File: config.mk
export PLATFORM = sky130hd
export DESIGN_NAME = can_encoder
export DESIGN_NICKNAME = d
export VERILOG_FILES = /design/src/rtl/can_encoder.sv
export SDC_FILE = /design/constraint.sdc
export NUM_CORES = 1
export LEC_CHECK = 0
export ABC_CLOCK_PERIOD_IN_PS = 2900
export CAP_MARGIN = 0
export CORE_MARGIN = 2
export CORE_UTILIZATION = 60
export CTS_BUF_LIST = sky130_fd_sc_hd__clkbuf_4
export DETAILED_ROUTE_END_ITERATION = 10
export GPL_TIMING_DRIVEN = 0
export MAX_ROUTING_LAYER = met4
export PLACE_DENSITY = 0.86
export RECOVER_POWER = 50
export SYNTH_ARGS = -nofsm -noshare
export SYNTH_HDL_FRONTEND = slang
export SYNTH_SLANG_ARGS = --single-unit
File: constraint.sdc
create_clock -name clk -period 2.9 [get_ports clk]
set_input_delay 0.29 -clock clk [delete_from_list [all_inputs] [get_ports clk]]
set_output_delay 0.29 -clock clk [all_outputs]
set_load 0.02 [all_outputs]
File: src/rtl/can_encoder.sv
// can_encoder: CAN 2.0A/2.0B bit-level frame transmitter. It serialises one bit per
// tx_point and handles bit stuffing, CRC-15, the ACK-slot check and the fixed trailer fields.
module can_encoder (
   input  logic        clk,
   input  logic        rst,
   input  logic        tx_point,
   input  logic        sample_point,
   input  logic        rx_bit,
   input  logic        start,
   input  logic [10:0] id_a,
   input  logic        ide,
   input  logic [17:0] id_b,
   input  logic        rtr,
   input  logic [3:0]  dlc,
   input  logic [63:0] data,
   output logic        tx_bit,
   output logic        busy,
   output logic        done,
   output logic        ack_error
);
   typedef enum logic [3:0] {
      IDLE, HEADER, DATA, CRC, CRC_DEL, ACK_SLOT, ACK_DEL, EOF, IFS
   } state_t;

   // state/cnt name the field and remaining count of the NEXT bit to be driven
   state_t      state, state_n;
   logic [5:0]  cnt, cnt_n;
   logic [2:0]  run;
   logic        last;
   logic [38:0] hdr_sr;
   logic [63:0] data_sr;
   logic [14:0] crc;
   logic        rtr_q;
   logic [3:0]  dlc_q;
   logic        ack_now;
   logic        stuffed, stuff_now, field_bit, out_bit;
   logic [2:0]  dlc_m1;
   logic [5:0]  data_last;

   assign dlc_m1    = dlc_q[2:0] - 3'd1;
   assign data_last = dlc_q[3] ? 6'd63 : {dlc_m1, 3'b111};
   assign busy      = (state != IDLE);

   always_comb begin
      state_n   = state;
      cnt_n     = cnt;
      stuffed   = (state == HEADER) || (state == DATA) || (state == CRC);
      case (state)
         HEADER:  field_bit = hdr_sr[38];
         DATA:    field_bit = data_sr[63];
         CRC:     field_bit = crc[14];
         default: field_bit = 1'b1;
      endcase
      stuff_now = stuffed && (run == 3'd5);
      out_bit   = stuff_now ? ~last : field_bit;

      if (state == IDLE) begin
         if (start) begin
            state_n = HEADER;
            cnt_n   = ide ? 6'd38 : 6'd18;
         end
      end else if (tx_point && !stuff_now) begin
         if (cnt != 6'd0) begin
            cnt_n = cnt - 6'd1;
         end else begin
            case (state)
               HEADER: begin
                  if (rtr_q || dlc_q == 4'd0) begin
                     state_n = CRC;
                     cnt_n   = 6'd14;
                  end else begin
                     state_n = DATA;
                     cnt_n   = data_last;
                  end
               end
               DATA:     begin state_n = CRC;      cnt_n = 6'd14; end
               CRC:      begin state_n = CRC_DEL;  cnt_n = 6'd0;  end
               CRC_DEL:  begin state_n = ACK_SLOT; cnt_n = 6'd0;  end
               ACK_SLOT: begin state_n = ACK_DEL;  cnt_n = 6'd0;  end
               ACK_DEL:  begin state_n = EOF;      cnt_n = 6'd6;  end
               // IFS loads 3 so its cnt==0 tick is the bit after the third IFS bit
               EOF:      begin state_n = IFS;      cnt_n = 6'd3;  end
               default:  begin state_n = IDLE;     cnt_n = 6'd0;  end
            endcase
         end
      end
   end

   always_ff @(posedge clk) begin
      if (!rst) begin
         state     <= IDLE;
         cnt       <= 6'd0;
         tx_bit    <= 1'b1;
         done      <= 1'b0;
         ack_error <= 1'b0;
         ack_now   <= 1'b0;
         run       <= 3'd0;
         last      <= 1'b1;
         crc       <= 15'd0;
         hdr_sr    <= 39'd0;
         data_sr   <= 64'd0;
         rtr_q     <= 1'b0;
         dlc_q     <= 4'd0;
      end else begin
         state <= state_n;
         cnt   <= cnt_n;
         done  <= 1'b0;
         if (state == IDLE && start) begin
            hdr_sr    <= ide ? {1'b0, id_a, 1'b1, 1'b1, id_b, rtr, 2'b00, dlc}
                             : {1'b0, id_a, rtr, 2'b00, dlc, 20'd0};
            data_sr   <= data;
            rtr_q     <= rtr;
            dlc_q     <= dlc;
            crc       <= 15'd0;
            run       <= 3'd0;
            last      <= 1'b1;
            ack_error <= 1'b0;
            ack_now   <= 1'b0;
         end
         // ack_now still marks the bit being replaced when both strobes coincide
         if (sample_point && ack_now)
            ack_error <= rx_bit;
         if (state != IDLE && tx_point) begin
            tx_bit  <= out_bit;
            ack_now <= (state == ACK_SLOT);
            if (state == IFS && cnt == 6'd0)
               done <= 1'b1;
            if (stuffed) begin
               if (stuff_now) begin
                  last <= ~last;
                  run  <= 3'd1;
               end else begin
                  last <= field_bit;
                  run  <= (field_bit == last) ? run + 3'd1 : 3'd1;
               end
            end
            if (!stuff_now) begin
               case (state)
                  HEADER: begin
                     hdr_sr <= {hdr_sr[37:0], 1'b0};
                     crc    <= {crc[13:0], 1'b0} ^ ({15{field_bit ^ crc[14]}} & 15'h4599);
                  end
                  DATA: begin
                     data_sr <= {data_sr[62:0], 1'b0};
                     crc     <= {crc[13:0], 1'b0} ^ ({15{field_bit ^ crc[14]}} & 15'h4599);
                  end
                  CRC:     crc <= {crc[13:0], 1'b0};
                  default: ;
               endcase
            end
         end
      end
   end
endmodule

==> results.md <==
- Result of the run: finished clean
- Type of element launching the critical path: flop
- Number of violations of the max-capacitance limit: 0
- Final layout net count: 1012
- Final Hold Viols: 0
- Slack of the worst reg-to-reg path: 0.26 ns
- Final cell count without fillers: 1055
- Minimum clock period after layout: 2.72 ns
- Sum of negative setup slack: 0 ns
- Cell area after placement: 0.00795 mm²
- Capture instance of the worst register-to-register path: data_sr[15]
- Final cycle utilization of the critical path: 0.939
- Worst Max-Slew Pin Slew: 1.02 ns
- Instance count after placement with tap cells included: 1023
- NetSw: 1.91 mW
- Initial antenna violation count: 0
- Commonest non-fill, non-tap cells in the layout: 159 x sky130_fd_sc_hd__nand2_1, 141 x sky130_fd_sc_hd__dfxtp_1, 103 x sky130_fd_sc_hd__clkdlybuf4s50_1
- Proportion of synthesized flip-flops having asynchronous set or reset: 0
- Start point of the worst hold path: tx_point
- Number of design rule violations left after detail routing: 0
- Worst slew margin relative to its limit: 0.308
- Vertical die dimension: 110 µm
- Maximum number of pins on one net before global-route repair: 17
- Number of levels the H-tree was split into: 4
- Net Count, Synth: 887
- Sum of net half-perimeters after detailed placement: 12.6 mm
- CTS tree: yes
- Leakage power: 3.27 nW
- Internal power: 3.40 mW
- Post-route total power: 5.32 mW
- Post-Place Worst Slack: 0.383 ns
- Leading cell type in the layout, fill and taps excluded: sky130_fd_sc_hd__nand2_1
- Number of different library cells in the post-synthesis netlist: 58
- Average routed wire per standard cell: 16.2 µm
- Worst reg2reg startpoint: state[1]
- Number of enable-type register cells in the synthesized netlist: 0
- Final weighted congestion in routability-driven placement: 0.954
- Iteration count of the initial detailed-routing pass: 6
- Netlist area before placement: 0.00671 mm²
- Fraction of synthesized cell area in xor and xnor cells: 0.0117
- Clock latency reported for the late side of the worst-skew pair: 0.56 ns
- Worst setup path class: reg -> out
- Main combinational cell family by area after synthesis: simple AND/OR/NAND/NOR gates
- Met3 WL: 1.25 mm
- Sort of element at the end of the critical path: output pin
- Max layer used: met4
- Endpoint required time on the critical path: 2.61 ns
- Instance count of the mapped netlist: 777
- Layout-stage area growth over the synthesis result: 21.4%
- Clock skew: 0.0199 ns
- Starting density of the core: 0.616
- Number of vias per cell after detailed routing: 5.87
- Total number of vias: 6198
- R2R cell count: 8
- Maximum net fanout on the critical path: 10
- Clk buf depth: 2
- Number of clock buffers inserted by TritonCTS: 17
- Cell Rows: 38
- Worst Hold Path Cells: 3
- Library cell used as clock root buffer: sky130_fd_sc_hd__clkbuf_4
- Total power density per cell area: 652 mW/mm²
- Final hold slack: 0.148 ns
- Number of global-route vias before repair: 5896
- Clock slew at reported path FFs: 0.12 ns
- Switching share of total power: 0.360
- Fraction of synthesized area in multiplexers: 0.103
- Post-Route Utilization: 0.749
- Layout cells sized above 1: 0.0667
- Peak ir drop on the vdd network: 0.431 mV
- Complex-gate fraction of the synthesized area: 0.193
- Port Buffers: 106
- Top_reg_cell synth: sky130_fd_sc_hd__dfxtp_1
- RSZ-0062 raised after global routing: false
- Final Slew Violations: 0
- Number of flip-flops and latches in the synthesized netlist: 141
- TritonCTS sink count: 141
- I/O pin count: 109
- Portion of total power attributed to sequential cells: 0.449
- Worst path arrival time: 2.43 ns
- Final wirelength: 17.1 mm
- Die Span X: 110 µm
- Routed wl met2: 8.24 mm
- Post-synthesis area per instance: 8.64 µm²
- Area of the die: 0.0120 mm²
- Post-layout instance area: 0.00815 mm²
- Worst Hold End: done
- Post-DRT Antenna Nets: 0
- Sequential-to-total area share from yosys stat: 0.421
- Final antenna diode count: 0
- Placeable Area: 0.0109 mm²
- Starting DRT DRC Count: 388
- Routed length on met1: 7.31 mm
- Worst setup path startpoint: state[1]
- Clock share of power: 0.228
- Combinational share of power: 0.324
- Max Clk Rate: 367 MHz
- Simple logic cell fraction of the synthesized area: 0.202
- Cts-stage hold buffer count: 0
- Overflow after GRT: 0
- Total track usage: 0.305
- Tightest Hold Check Type: in -> reg
- Post-route worst setup slack: 0.175 ns
- Area share of fa/ha/maj cells after synthesis: 0.00932
- Global-route wire length before repair: 27.8 mm
- Setup Viol. Count Final: 0
- Yosys synthesis warning count: 0
## layout make-up
type	instances	area, µm²
plain buffers	63	328
clock buffers	17	128
clock inverters	15	136
fillers	799	2740
inverters	10	37.5
multi-input cells	563	3460
flip-flops and latches	141	2820
well taps	140	175
repair buffers	106	1060
## registers in the layout, indices dropped and copies added (netlist names)
signal     count
ack_error      1
ack_now        1
cnt            6
crc           15
data_sr       64
dlc_q          4
done           1
hdr_sr        39
last           1
rtr_q          1
run            3
state          4
tx_bit         1
## Yosys cell counts (all sizes together) (5+ instances only)
cell type,n,area [µm²]
inv,10,37.5
mux2i,69,691
o21ai,75,375
o211ai,8,60.1
nor2,26,100
nand3,67,335
a221o,5,50.1
nor3,7,40.0
dfxtp,141,2820
xnor2,7,61.3
nor4,5,46.3
clkbuf,34,129
nand4,5,31.3
a21oi,12,60.1
o211a,29,290
a31oi,5,31.3
nor2b,7,43.8
nand2,159,599
a21boi,26,195
o31ai,6,58.8
buf,29,240
ha,5,62.6
## worst max-delay path by stage
stage,end,slack (ns),cells after the start
2_1_floorplan,cnt[4],0.98,6
4_1_cts,busy,0.15,4
3_5_place_dp,hdr_sr[24],0.38,8
5_1_grt,data_sr[15],0.06,8
6_report,busy,0.18,4
3_3_place_gp,hdr_sr[19],0.46,8
## power groups by stage
stage	sequential [mW]	clock, mW	combinational (mW)
6_report	2.38	1.21	1.72
5_1_grt	2.41	1.30	1.89
4_1_cts	2.38	1.23	1.75
3_5_place_dp	2.42	0	1.74
3_3_place_gp	2.40	0	1.68
2_1_floorplan	2.37	0	1.27
## metal layers
layer  global-route usage  vias to the layer above
li1                     -                     3004
met2                0.486                      225
met4                0.103                        0
met1                0.373                     2938
met3               0.0865                       31
met5                    -                        -
## kinds of logic after synthesis
| family | after synthesis |
|---|---|
| multiplexers | 69 |
| flip-flops | 141 |
| buffers and inverters | 73 |
| AO/OA/AOI/OAI | 183 |
| XOR/XNOR | 9 |
| adder cells (fa/ha/maj) | 5 |
| AND/OR/NAND/NOR | 297 |
## critical path: stages, from the launching register on
cell and delay [ns]:
sky130_fd_sc_hd__dfxtp_1 0.34, sky130_fd_sc_hd__buf_2 0.18, sky130_fd_sc_hd__nor4_2 0.50, sky130_fd_sc_hd__inv_1 0.26
sky130_fd_sc_hd__clkdlybuf4s50_1 0.60
## what timing repair did
action,4_1_cts,5_1_grt
gates resized for setup,1,0
endpoints found under the setup margin,1,0
buffers inserted,0,0
No activity file was read; power rests on OpenSTA's default activity.
